File: config.mk
export PLATFORM = sky130hd
export DESIGN_NAME = uart_baud_gen
export DESIGN_NICKNAME = d
export VERILOG_FILES = /design/src/rtl/uart_pkg.sv /design/src/rtl/uart_frac_acc.sv /design/src/rtl/uart_baud_gen.sv
export SDC_FILE = /design/constraint.sdc
export NUM_CORES = 1
export LEC_CHECK = 0
export CAP_MARGIN = 20
export CELL_PAD_IN_SITES_DETAIL_PLACEMENT = 0
export CELL_PAD_IN_SITES_GLOBAL_PLACEMENT = 2
export CORE_MARGIN = 4
export CORE_UTILIZATION = 35
export CTS_CLUSTER_DIAMETER = 60
export DETAILED_ROUTE_END_ITERATION = 10
export PLACE_DENSITY = 0.91
export SLEW_MARGIN = 20
export SYNTH_ARGS = -nofsm -noshare
export SYNTH_HDL_FRONTEND = slang
export SYNTH_SLANG_ARGS = --single-unit
export TNS_END_PERCENT = 30
File: constraint.sdc
create_clock -name clk_i -period 3.9 [get_ports clk_i]
set_input_delay 0.975 -clock clk_i [delete_from_list [all_inputs] [get_ports clk_i]]
set_output_delay 0.975 -clock clk_i [all_outputs]
set_load 0.02 [all_outputs]
File: src/rtl/uart_pkg.sv
// Shared UART definitions.
//  - Default oversample ratio and divisor widths.
//  - Divisor record {div_int, div_frac} at the default widths, for software-facing code and benches.
//  - calc_def_div(): clocks per oversample tick for a given clock, baud and oversample ratio,
//    rounded up.
package uart_pkg;

  localparam int unsigned UART_OVERSAMPLE = 16;
  localparam int unsigned UART_DIV_W      = 16;
  localparam int unsigned UART_FRAC_W     = 4;

  typedef struct packed {
    logic [UART_DIV_W-1:0]  div_int;
    logic [UART_FRAC_W-1:0] div_frac;
  } uart_div_t;

  function automatic int unsigned calc_def_div(input int unsigned clk_freq,
                                               input int unsigned baud,
                                               input int unsigned os);
    int unsigned den;
    den = baud * os;
    return (clk_freq + den - 1) / den;
  endfunction

endpackage

File: src/rtl/uart_frac_acc.sv
// Fractional-divisor accumulator for uart_baud_gen.
// Ports:
//  clk_i      system clock
//  rst_ni     synchronous reset, active-low
//  clr_i      clear the accumulator on the next edge (re-phase)
//  step_i     a period ends on this edge: accumulate frac_i
//  frac_i     fractional divisor, units of 1/2^FRAC_W clock
//  stretch_o  carry of acc + frac_i; the period now running is one clock longer
module uart_frac_acc
  import uart_pkg::*;
#(
  parameter int unsigned FRAC_W = UART_FRAC_W
) (
  input  logic              clk_i,
  input  logic              rst_ni,
  input  logic              clr_i,
  input  logic              step_i,
  input  logic [FRAC_W-1:0] frac_i,
  output logic              stretch_o
);

  logic [FRAC_W-1:0] acc_q, acc_d;
  logic [FRAC_W:0]   sum;

  always_comb begin
    sum   = {1'b0, acc_q} + {1'b0, frac_i};
    acc_d = acc_q;
    if (clr_i) begin
      acc_d = '0;
    end else if (step_i) begin
      acc_d = sum[FRAC_W-1:0];
    end
  end

  assign stretch_o = sum[FRAC_W];

  always_ff @(posedge clk_i) begin
    if (!rst_ni) begin
      acc_q <= '0;
    end else begin
      acc_q <= acc_d;
    end
  end

endmodule

File: src/rtl/uart_baud_gen.sv
// Baud / oversample tick generator for the UART TX and RX paths.
// Optional feature: define UART_BAUD_FRAC_EN to enable the fractional divisor (div_frac_i);
// otherwise div_frac_i is ignored and every period is exactly the integer divisor.
// Ports:
//  clk_i          system clock, rising edge
//  rst_ni         synchronous reset, active-low
//  en_i           1 = run, 0 = hold counters, no ticks
//  div_int_i      integer clocks per os_tick (values < 2 act as 2)
//  div_frac_i     fractional clocks per os_tick, 1/2^FRAC_W units
//  div_load_i     strobe: capture the divisor into the shadow
//  restart_i      strobe: re-phase all counters to zero
//  div_pending_o  shadow divisor captured but not yet active
//  os_tick_o      oversample strobe, one clock wide
//  bit_tick_o     bit strobe, on every OVERSAMPLE-th os_tick
//  baud_clk_o     square wave, one bit period, high for the second half of the bit
module uart_baud_gen
  import uart_pkg::*;
#(
  parameter int unsigned CLK_FREQ   = 50000000,
  parameter int unsigned BAUD_RATE  = 9600,
  parameter int unsigned OVERSAMPLE = UART_OVERSAMPLE,
  parameter int unsigned DIV_W      = UART_DIV_W,
  parameter int unsigned FRAC_W     = UART_FRAC_W
) (
  input  logic              clk_i,
  input  logic              rst_ni,
  input  logic              en_i,
  input  logic [DIV_W-1:0]  div_int_i,
  input  logic [FRAC_W-1:0] div_frac_i,
  input  logic              div_load_i,
  input  logic              restart_i,
  output logic              div_pending_o,
  output logic              os_tick_o,
  output logic              bit_tick_o,
  output logic              baud_clk_o
);

  localparam int unsigned CntW   = DIV_W + 1;
  localparam int unsigned OsW    = $clog2(OVERSAMPLE);
  localparam int unsigned DefDiv = calc_def_div(CLK_FREQ, BAUD_RATE, OVERSAMPLE);

  localparam logic [OsW-1:0]   OsLast = OsW'(OVERSAMPLE - 1);
  localparam logic [OsW-1:0]   OsHalf = OsW'(OVERSAMPLE / 2 - 1);
  localparam logic [DIV_W-1:0] DivMin = DIV_W'(2);
  localparam logic [DIV_W-1:0] DivDef = DIV_W'(DefDiv);

  function automatic logic [DIV_W-1:0] clamp_div(input logic [DIV_W-1:0] d);
    return (d < DivMin) ? DivMin : d;
  endfunction

  logic [CntW-1:0]   cnt_q, cnt_d;
  logic [OsW-1:0]    os_cnt_q, os_cnt_d;
  logic [DIV_W-1:0]  act_int_q, act_int_d;
  logic [FRAC_W-1:0] act_frac_q, act_frac_d;
  logic [DIV_W-1:0]  sh_int_q, sh_int_d;
  logic [FRAC_W-1:0] sh_frac_q, sh_frac_d;
  logic              pending_q, pending_d;
  logic              os_tick_q, os_tick_d;
  logic              bit_tick_q, bit_tick_d;
  logic              baud_q, baud_d;

  logic              stretch;
  logic [CntW-1:0]   period_m1;
  logic              wrap;

  // act_int_q is never below 2, so period_m1 is never negative.
  assign period_m1 = {1'b0, act_int_q} + {{DIV_W{1'b0}}, stretch} - CntW'(1);
  // >= rather than == so a divisor made active while disabled can shrink below cnt_q safely.
  assign wrap      = en_i && (cnt_q >= period_m1);

`ifdef UART_BAUD_FRAC_EN
  uart_frac_acc #(
    .FRAC_W(FRAC_W)
  ) u_frac_acc (
    .clk_i    (clk_i),
    .rst_ni   (rst_ni),
    .clr_i    (restart_i),
    .step_i   (wrap && !restart_i),
    .frac_i   (act_frac_q),
    .stretch_o(stretch)
  );
`else
  assign stretch = 1'b0;
  logic unused_frac;
  assign unused_frac = ^act_frac_q;
`endif

  always_comb begin
    cnt_d      = cnt_q;
    os_cnt_d   = os_cnt_q;
    act_int_d  = act_int_q;
    act_frac_d = act_frac_q;
    sh_int_d   = sh_int_q;
    sh_frac_d  = sh_frac_q;
    pending_d  = pending_q;
    os_tick_d  = 1'b0;
    bit_tick_d = 1'b0;
    baud_d     = baud_q;

    if (restart_i) begin
      cnt_d    = '0;
      os_cnt_d = '0;
      baud_d   = 1'b0;
      // A load alongside restart bypasses the shadow and takes effect at once.
      if (div_load_i) begin
        sh_int_d   = div_int_i;
        sh_frac_d  = div_frac_i;
        act_int_d  = clamp_div(div_int_i);
        act_frac_d = div_frac_i;
        pending_d  = 1'b0;
      end else if (pending_q) begin
        act_int_d  = clamp_div(sh_int_q);
        act_frac_d = sh_frac_q;
        pending_d  = 1'b0;
      end
    end else if (en_i) begin
      if (wrap) begin
        cnt_d      = '0;
        os_tick_d  = 1'b1;
        bit_tick_d = (os_cnt_q == OsLast);
        os_cnt_d   = (os_cnt_q == OsLast) ? '0 : os_cnt_q + OsW'(1);
        if (os_cnt_q == OsHalf) begin
          baud_d = 1'b1;
        end
        if (os_cnt_q == OsLast) begin
          baud_d = 1'b0;
        end
        // Divisor switches only on a period boundary so no tick is glitched.
        if (pending_q) begin
          act_int_d  = clamp_div(sh_int_q);
          act_frac_d = sh_frac_q;
          pending_d  = 1'b0;
        end
      end else begin
        cnt_d = cnt_q + CntW'(1);
      end
      // A load on the wrap edge waits for the following boundary.
      if (div_load_i) begin
        sh_int_d  = div_int_i;
        sh_frac_d = div_frac_i;
        pending_d = 1'b1;
      end
    end else begin
      // Disabled: no boundary to wait for, so the divisor applies straight away.
      if (div_load_i) begin
        sh_int_d   = div_int_i;
        sh_frac_d  = div_frac_i;
        act_int_d  = clamp_div(div_int_i);
        act_frac_d = div_frac_i;
        pending_d  = 1'b0;
      end else if (pending_q) begin
        act_int_d  = clamp_div(sh_int_q);
        act_frac_d = sh_frac_q;
        pending_d  = 1'b0;
      end
    end
  end

  always_ff @(posedge clk_i) begin
    if (!rst_ni) begin
      cnt_q      <= '0;
      os_cnt_q   <= '0;
      act_int_q  <= clamp_div(DivDef);
      act_frac_q <= '0;
      sh_int_q   <= DivDef;
      sh_frac_q  <= '0;
      pending_q  <= 1'b0;
      os_tick_q  <= 1'b0;
      bit_tick_q <= 1'b0;
      baud_q     <= 1'b0;
    end else begin
      cnt_q      <= cnt_d;
      os_cnt_q   <= os_cnt_d;
      act_int_q  <= act_int_d;
      act_frac_q <= act_frac_d;
      sh_int_q   <= sh_int_d;
      sh_frac_q  <= sh_frac_d;
      pending_q  <= pending_d;
      os_tick_q  <= os_tick_d;
      bit_tick_q <= bit_tick_d;
      baud_q     <= baud_d;
    end
  end

  assign div_pending_o = pending_q;
  assign os_tick_o     = os_tick_q;
  assign bit_tick_o    = bit_tick_q;
  assign baud_clk_o    = baud_q;

endmodule

==> flow_summary.yaml, run 1 <==
clocking:
  h-tree-depth: 3
  cts.sink_count: 57
  cts.clk_slew.worst_paths_ns: 0.06
  cts_buffers: 9
  ctsRootBufferMaster: "clkbuf_8"
  clock_latency_ns: 0.34
  cts.path.max_buffers: 2
  cts_tree: "yes"
  post_cts_buffers: 0
timing:
  report.final.slew_viol_count: 0
  hold_viol: 0
  finalSetupViolCount: 0
  hold-worst-slack_ns: 0.4895
  clock_skew_ns: 0.01374
  tns_ns: 0
  period_share_pct: 92.03
  grt_setup_unrepaired: "no"
  fmax_ghz: 0.2786
  period_needed_ns: 3.589
  slew_headroom_pct: 68.25
  worst_pin_slew_ns: 0.4719
synth:
  synthArstFlopShare_pct: 0
  yosysWarningCount: 0
  syn_area_um2: 3127
  syn_avg_cell_area_um2: 8.474
  ys_seq_area_share_pct: 36.49
  synth_edf_count: 0
  ys_ff_latch: 57
  yosysUniqueCellTypes: 41
  ys.flop_type: "dfxtp_1"
  netlist_instances: 369
  synth_fp_nets: 414
layout:
  fin_nets: 445
  fill_cells: 859
  fin_area_um2: 3737
  drive_above_1_share_pct: 9.158
  area_delta_synth_final_pct: 19.53
  antenna_cells: 0
drt:
  drc_errors: 0
  vias_per_cell: 5.205
  drt_wl_total_um: 7353
  postRouteAntennaNets: 0
  dr.pass1.iters: 4
  met3_length_um: 316
  drt-initial-drc-count: 59
  met2_wirelength_um: 3372
  topRoutingLayerUsed: "met4"
  vias: 2665
  wl_met1_um: 3533
  routedWlPerCell_um: 14.36
power:
  p_total_mw: 1.386
  vdd_drop_max_mv: 0.1592
  power.density_nw_per_um2: 370.9
  leakage_nw: 1.461
place:
  placed_area_um2: 3518
  dp_hpwl_um: 5450
  portBuffers: 24
  gp_congestion: 0.8418
die:
  io_pins: 29
  die_h_um: 102.5
  die_area_um2: 10510
  die_x_um: 102.5
  initial_core_util_pct: 35.85
  num_rows: 34
  core-area_um2: 8721
global_routing:
  grt_pass1_vias: 2493
  grt_first_pass_wirelength_um: 12100
  antenna_found_initial: 0
  grt.total_usage_pct: 14.94
  grt_max_degree: 26
  overflow: 0
run_status:
  status: "completed"
critical_path:
  crit_type: "register to register"
  cp_data_arrival_time_ns: 3.85
  start_kind: "register"
  r2r_cells: 13
  max_stage_delay_ns: 0.43
  path_cells: "nor4_2, nand2_1, or3_1, nor4_1, xnor2_1, ha_1, and3_1, nand3_1, a2111o_1, and3_1, buf_12, or3_1, a21oi_1"
  critPathMaxFanout: 16
  required_ns: 4.16
  cp-end-kind: "register"
  slowest_stage: "a2111o_1"
worst_hold_path:
  min_path_cells: 2
  hp-class: "register to register"
flow_run:
  drv_cap: 0
-- synthesized netlist by cell type, types with 10 or more instances --
master	instances	area share, %
dfxtp_1	57	36
nor4_1	10	2.0
nand2_1	43	5.2
nor2_1	44	5.3
a21oi_1	15	2.4
nand4_1	10	2.0
xnor2_1	14	3.9
a31oi_1	11	2.2
ha_1	20	8.0
nand3_1	17	2.7
mux2i_1	20	6.4
xor2_1	14	3.9
inv_1	10	1.2
-- area by class of cell --
class | count | area [um2] | area share, %
flip-flops and latches | 57 | 1141 | 30.53
well taps | 108 | 135.1 | 3.616
inverters | 11 | 41.29 | 1.105
repair buffers | 36 | 340.3 | 9.106
clock buffers | 9 | 123.9 | 3.314
multi-input cells | 285 | 1872 | 50.08
clock inverters | 6 | 83.83 | 2.243
-- metrics by stage --
| stage | worst slack (ns) | instances | utilization, % |
|---|---|---|---|
| finish | 0.3110 | 512 | 42.86 |
| global route | 0.05250 | 512 | 42.86 |
| CTS | 0.2439 | 511 | 42.73 |
| detailed placement | 0.2704 | 496 | 40.34 |
| global placement | 0.3150 | 496 | 40.34 |
| floorplan | 0.5970 | 369 | - |
-- per-layer routing --
metal	track usage (%)	vias to the layer above
li1	-	1380
met1	19.24	1226
met3	4.060	10
met4	6.458	0
met5	0	-
met2	23.49	49
-- logic make-up (layout without fill, tap and decap cells) --
logic type	count (synthesis)	in the layout	share of synthesized area [%]
AOI/OAI and AO/OA	55	55	11.24
and+or+nand+nor	155	155	23.65
buffers and inverters	27	62	3.841
xor gates and xnor gates	28	28	7.843
DFF	57	57	36.49
adders and majority gates	20	20	8.003
muxes	27	27	8.924
-- critical path, delay by kind of cell (launching register included) --
kind	cells	cell delay (ns)
simple gates	8	2.00
flops	1	0.37
xor+xnor	1	0.13
compound gates	2	0.57
buf+inv	1	0.16
fa+ha+maj	1	0.30
-- where the power goes --
part           total, mW  switching [mW]  internal [mW]
clock              0.589           0.236          0.353
sequential         0.631          0.0255          0.605
combinational      0.166          0.0863         0.0800
-- state kept, by name, indices dropped and copies added, names as in the netlist --
signal         cells
act_int_q         16
sh_int_q          16
bit_tick_o         1
baud_clk_o         1
cnt_q             17
div_pending_o      1
os_tick_o          1
os_cnt_q           4
-- what timing repair did --
item	in CTS	in global routing
resized for setup	0	1
hold buffers	0	0
endpoints found under the setup margin	0	1
-- worst paths after layout --
| path | from | endpoint | slack (ns) |
|---|---|---|---|
| hold reg to reg | baud_clk_o | baud_clk_o | 0.49 |
| setup / recovery | act_int_q[6] | act_int_q[7] | 0.31 |
| setup reg to reg | act_int_q[6] | act_int_q[7] | 0.31 |
| hold / removal | baud_clk_o | baud_clk_o | 0.49 |
-- cells in the final DEF, fill, tap and decap left out, drive strengths merged, types with 7 or more instances in the layout --
master          n
buf            12
nand4          10
nand3          17
nand2          43
xor2           14
a21oi          15
nor2           44
inv            11
a31oi          11
dfxtp          57
nor3            7
ha             20
mux2i          20
clkdlybuf4s50  24
mux2            7
and3            8
nor4           11
o21ai           9
clkbuf          9
xnor2          14
Power figures use the tool's default switching activity.
==> inputs of run 2 (changes only) <==
--- a/config.mk
+++ b/config.mk
@@ -9,10 +9,11 @@
 export CELL_PAD_IN_SITES_DETAIL_PLACEMENT = 0
 export CELL_PAD_IN_SITES_GLOBAL_PLACEMENT = 2
 export CORE_MARGIN = 4
-export CORE_UTILIZATION = 35
+export CORE_UTILIZATION = 38
 export CTS_CLUSTER_DIAMETER = 60
 export DETAILED_ROUTE_END_ITERATION = 10
-export PLACE_DENSITY = 0.91
+export DONT_BUFFER_PORTS = 1
+export PLACE_DENSITY = 0.89
 export SLEW_MARGIN = 20
 export SYNTH_ARGS = -nofsm -noshare
 export SYNTH_HDL_FRONTEND = slang
==> run 2 against run 1 <==
Effect of this change:
- final cell count decreased by 6.4%
- wire length decreased by 4.8%
- first-iteration DRC count increased by 10%
- fmax decreased by 2.1%
- global-route usage decreased by 0.18 points
- core utilization increased by 1.2 points
- sequential cell count unchanged
- critical path depth increased by 1
- die area decreased by 7.3%
- sequential share of layout area increased by 2.5 points
- largest cell class unchanged
- largest power group unchanged
==> flow_summary.yaml, run 2 (synthesis gave the netlist of run 1 again) <==
clocking:
  cts-hold-fix-buffers: 0
  cts_buffers: 9
  clock_latency_ns: 0.35
  cts.path.max_buffers: 2
  h-tree-depth: 3
  cts.sink_count: 57
  ctsRootBufferMaster: "clkbuf_8"
  cts_tree: "yes"
  cts.clk_slew.worst_paths_ns: 0.08
  post_cts_buffers: 0
critical_path:
  critPathMaxFanout: 13
  crit_path_start: "act_int_q[6]"
  start_kind: "register"
  cp_data_arrival_time_ns: 3.93
  crit_type: "register to register"
  required_ns: 4.16
  cp-end-kind: "register"
  r2r-start: "act_int_q[6]"
worst_hold_path:
  holdCritStartpoint: "os_cnt_q[0]"
  hp-class: "register to register"
timing:
  fmax_ghz: 0.2729
  hold_viol: 0
  tns_ns: 0
  period_share_pct: 93.97
  worst_pin_slew_ns: 0.5926
  setup_slack_ns: 0.2351
  finalSetupViolCount: 0
  clock_skew_ns: 0.01496
  slew_headroom_pct: 60.44
  period_needed_ns: 3.665
  report.final.slew_viol_count: 0
  grt_setup_unrepaired: "no"
place:
  dpl_worst_slack_ns: 0.2629
  dp_cells: 463
  dp_hpwl_um: 5168
  gp_congestion: 0.7732
  portBuffers: 0
global_routing:
  grt_first_pass_wirelength_um: 11630
  antenna_found_initial: 0
  overflow: 0
  grt_max_degree: 26
  grt_pass1_vias: 2444
  grt.total_usage_pct: 14.75
power:
  p_total_mw: 1.307
  vdd_drop_max_mv: 0.2509
  leakage_nw: 1.328
  power.density_nw_per_um2: 378.5
layout:
  final_cells: 479
  antenna_cells: 0
  final_cell_mix: "dfxtp_1 (57), nor2_1 (44), nand2_1 (43)"
  fin_nets: 417
  reg.largest.list: "cnt_q (17), act_int_q (16), sh_int_q (16)"
  largest_reg_flops: 17
  layout_commonest_cell: "dfxtp_1"
  drive_above_1_share_pct: 8.488
  top_register: "cnt_q"
  finalCoreUtilization_pct: 44.01
  area_delta_synth_final_pct: 10.44
die:
  io_pins: 29
  num_rows: 32
  die_x_um: 98.71
  die_area_um2: 9744
  initial_core_util_pct: 39.84
  core-area_um2: 7848
  die_h_um: 98.71
drt:
  drc_errors: 0
  postRouteAntennaNets: 0
  drt_wl_total_um: 6999
  dr.pass1.iters: 4
  routedWlPerCell_um: 14.61
  vias_per_cell: 5.361
  drt-initial-drc-count: 65
  vias: 2568
flow_run:
  drv_cap: 0
run_status:
  status: "completed"
## run 2: layout make-up
cell class | count | area [um2]
flip-flops and latches | 57 | 1141
clock inverters | 6 | 68.82
multi-input cells | 285 | 1874
inverters | 11 | 41.29
repair buffers | 8 | 72.57
clock buffers | 10 | 127.6
fillers | 845 | 4394
well taps | 102 | 127.6
## run 2: worst paths after layout
check	slack, ns	depth (start not counted)	to
max	0.24	14	act_int_q[13]
min	0.49	2	os_cnt_q[0]
max reg2reg	0.24	14	act_int_q[13]
min reg2reg	0.49	2	os_cnt_q[0]
## run 2: routing by layer
layer	vias to the layer above	GRT usage (%)	part of all wire [%]
li1	1323	-	-
met1	1164	18.63	48
met2	65	23.24	45
met3	16	4.105	5.0
met4	0	7.038	2.5
met5	-	0	0
## run 2: stage by stage
step	instance area, um2	hold slack (ns)
3_3_place_gp	3248	0.4764
4_1_cts	3445	0.4914
2_1_floorplan	3127	0.4616
3_5_place_dp	3248	0.4825
5_1_grt	3453	0.5341
6_report	3453	0.4897
## run 2: power breakdown
part	leakage (nW)	total, mW	switching, mW	internal, mW
combinational	0.777	0.129	0.0679	0.0609
sequential	0.466	0.632	0.0268	0.605
clock	0.0847	0.546	0.251	0.296
total	1.33	1.31	0.346	0.961
## run 2: worst max-delay path, stage by stage, from the launching register on
cell	delay [ns]
dfxtp_1	0.37
nor4_1	0.38
nand2_1	0.13
or3_1	0.40
nor4_1	0.27
xnor2_1	0.17
ha_1	0.26
and3_1	0.20
a221o_1	0.32
a211oi_1	0.30
and3_1	0.20
buf_4	0.19
buf_4	0.16
nand2_1	0.05
a31oi_1	0.18
## run 2: timing repair
item,4_1_cts,5_1_grt
hold endpoints to repair,0,0
endpoints found under the setup margin,0,7
gates resized for setup,0,1
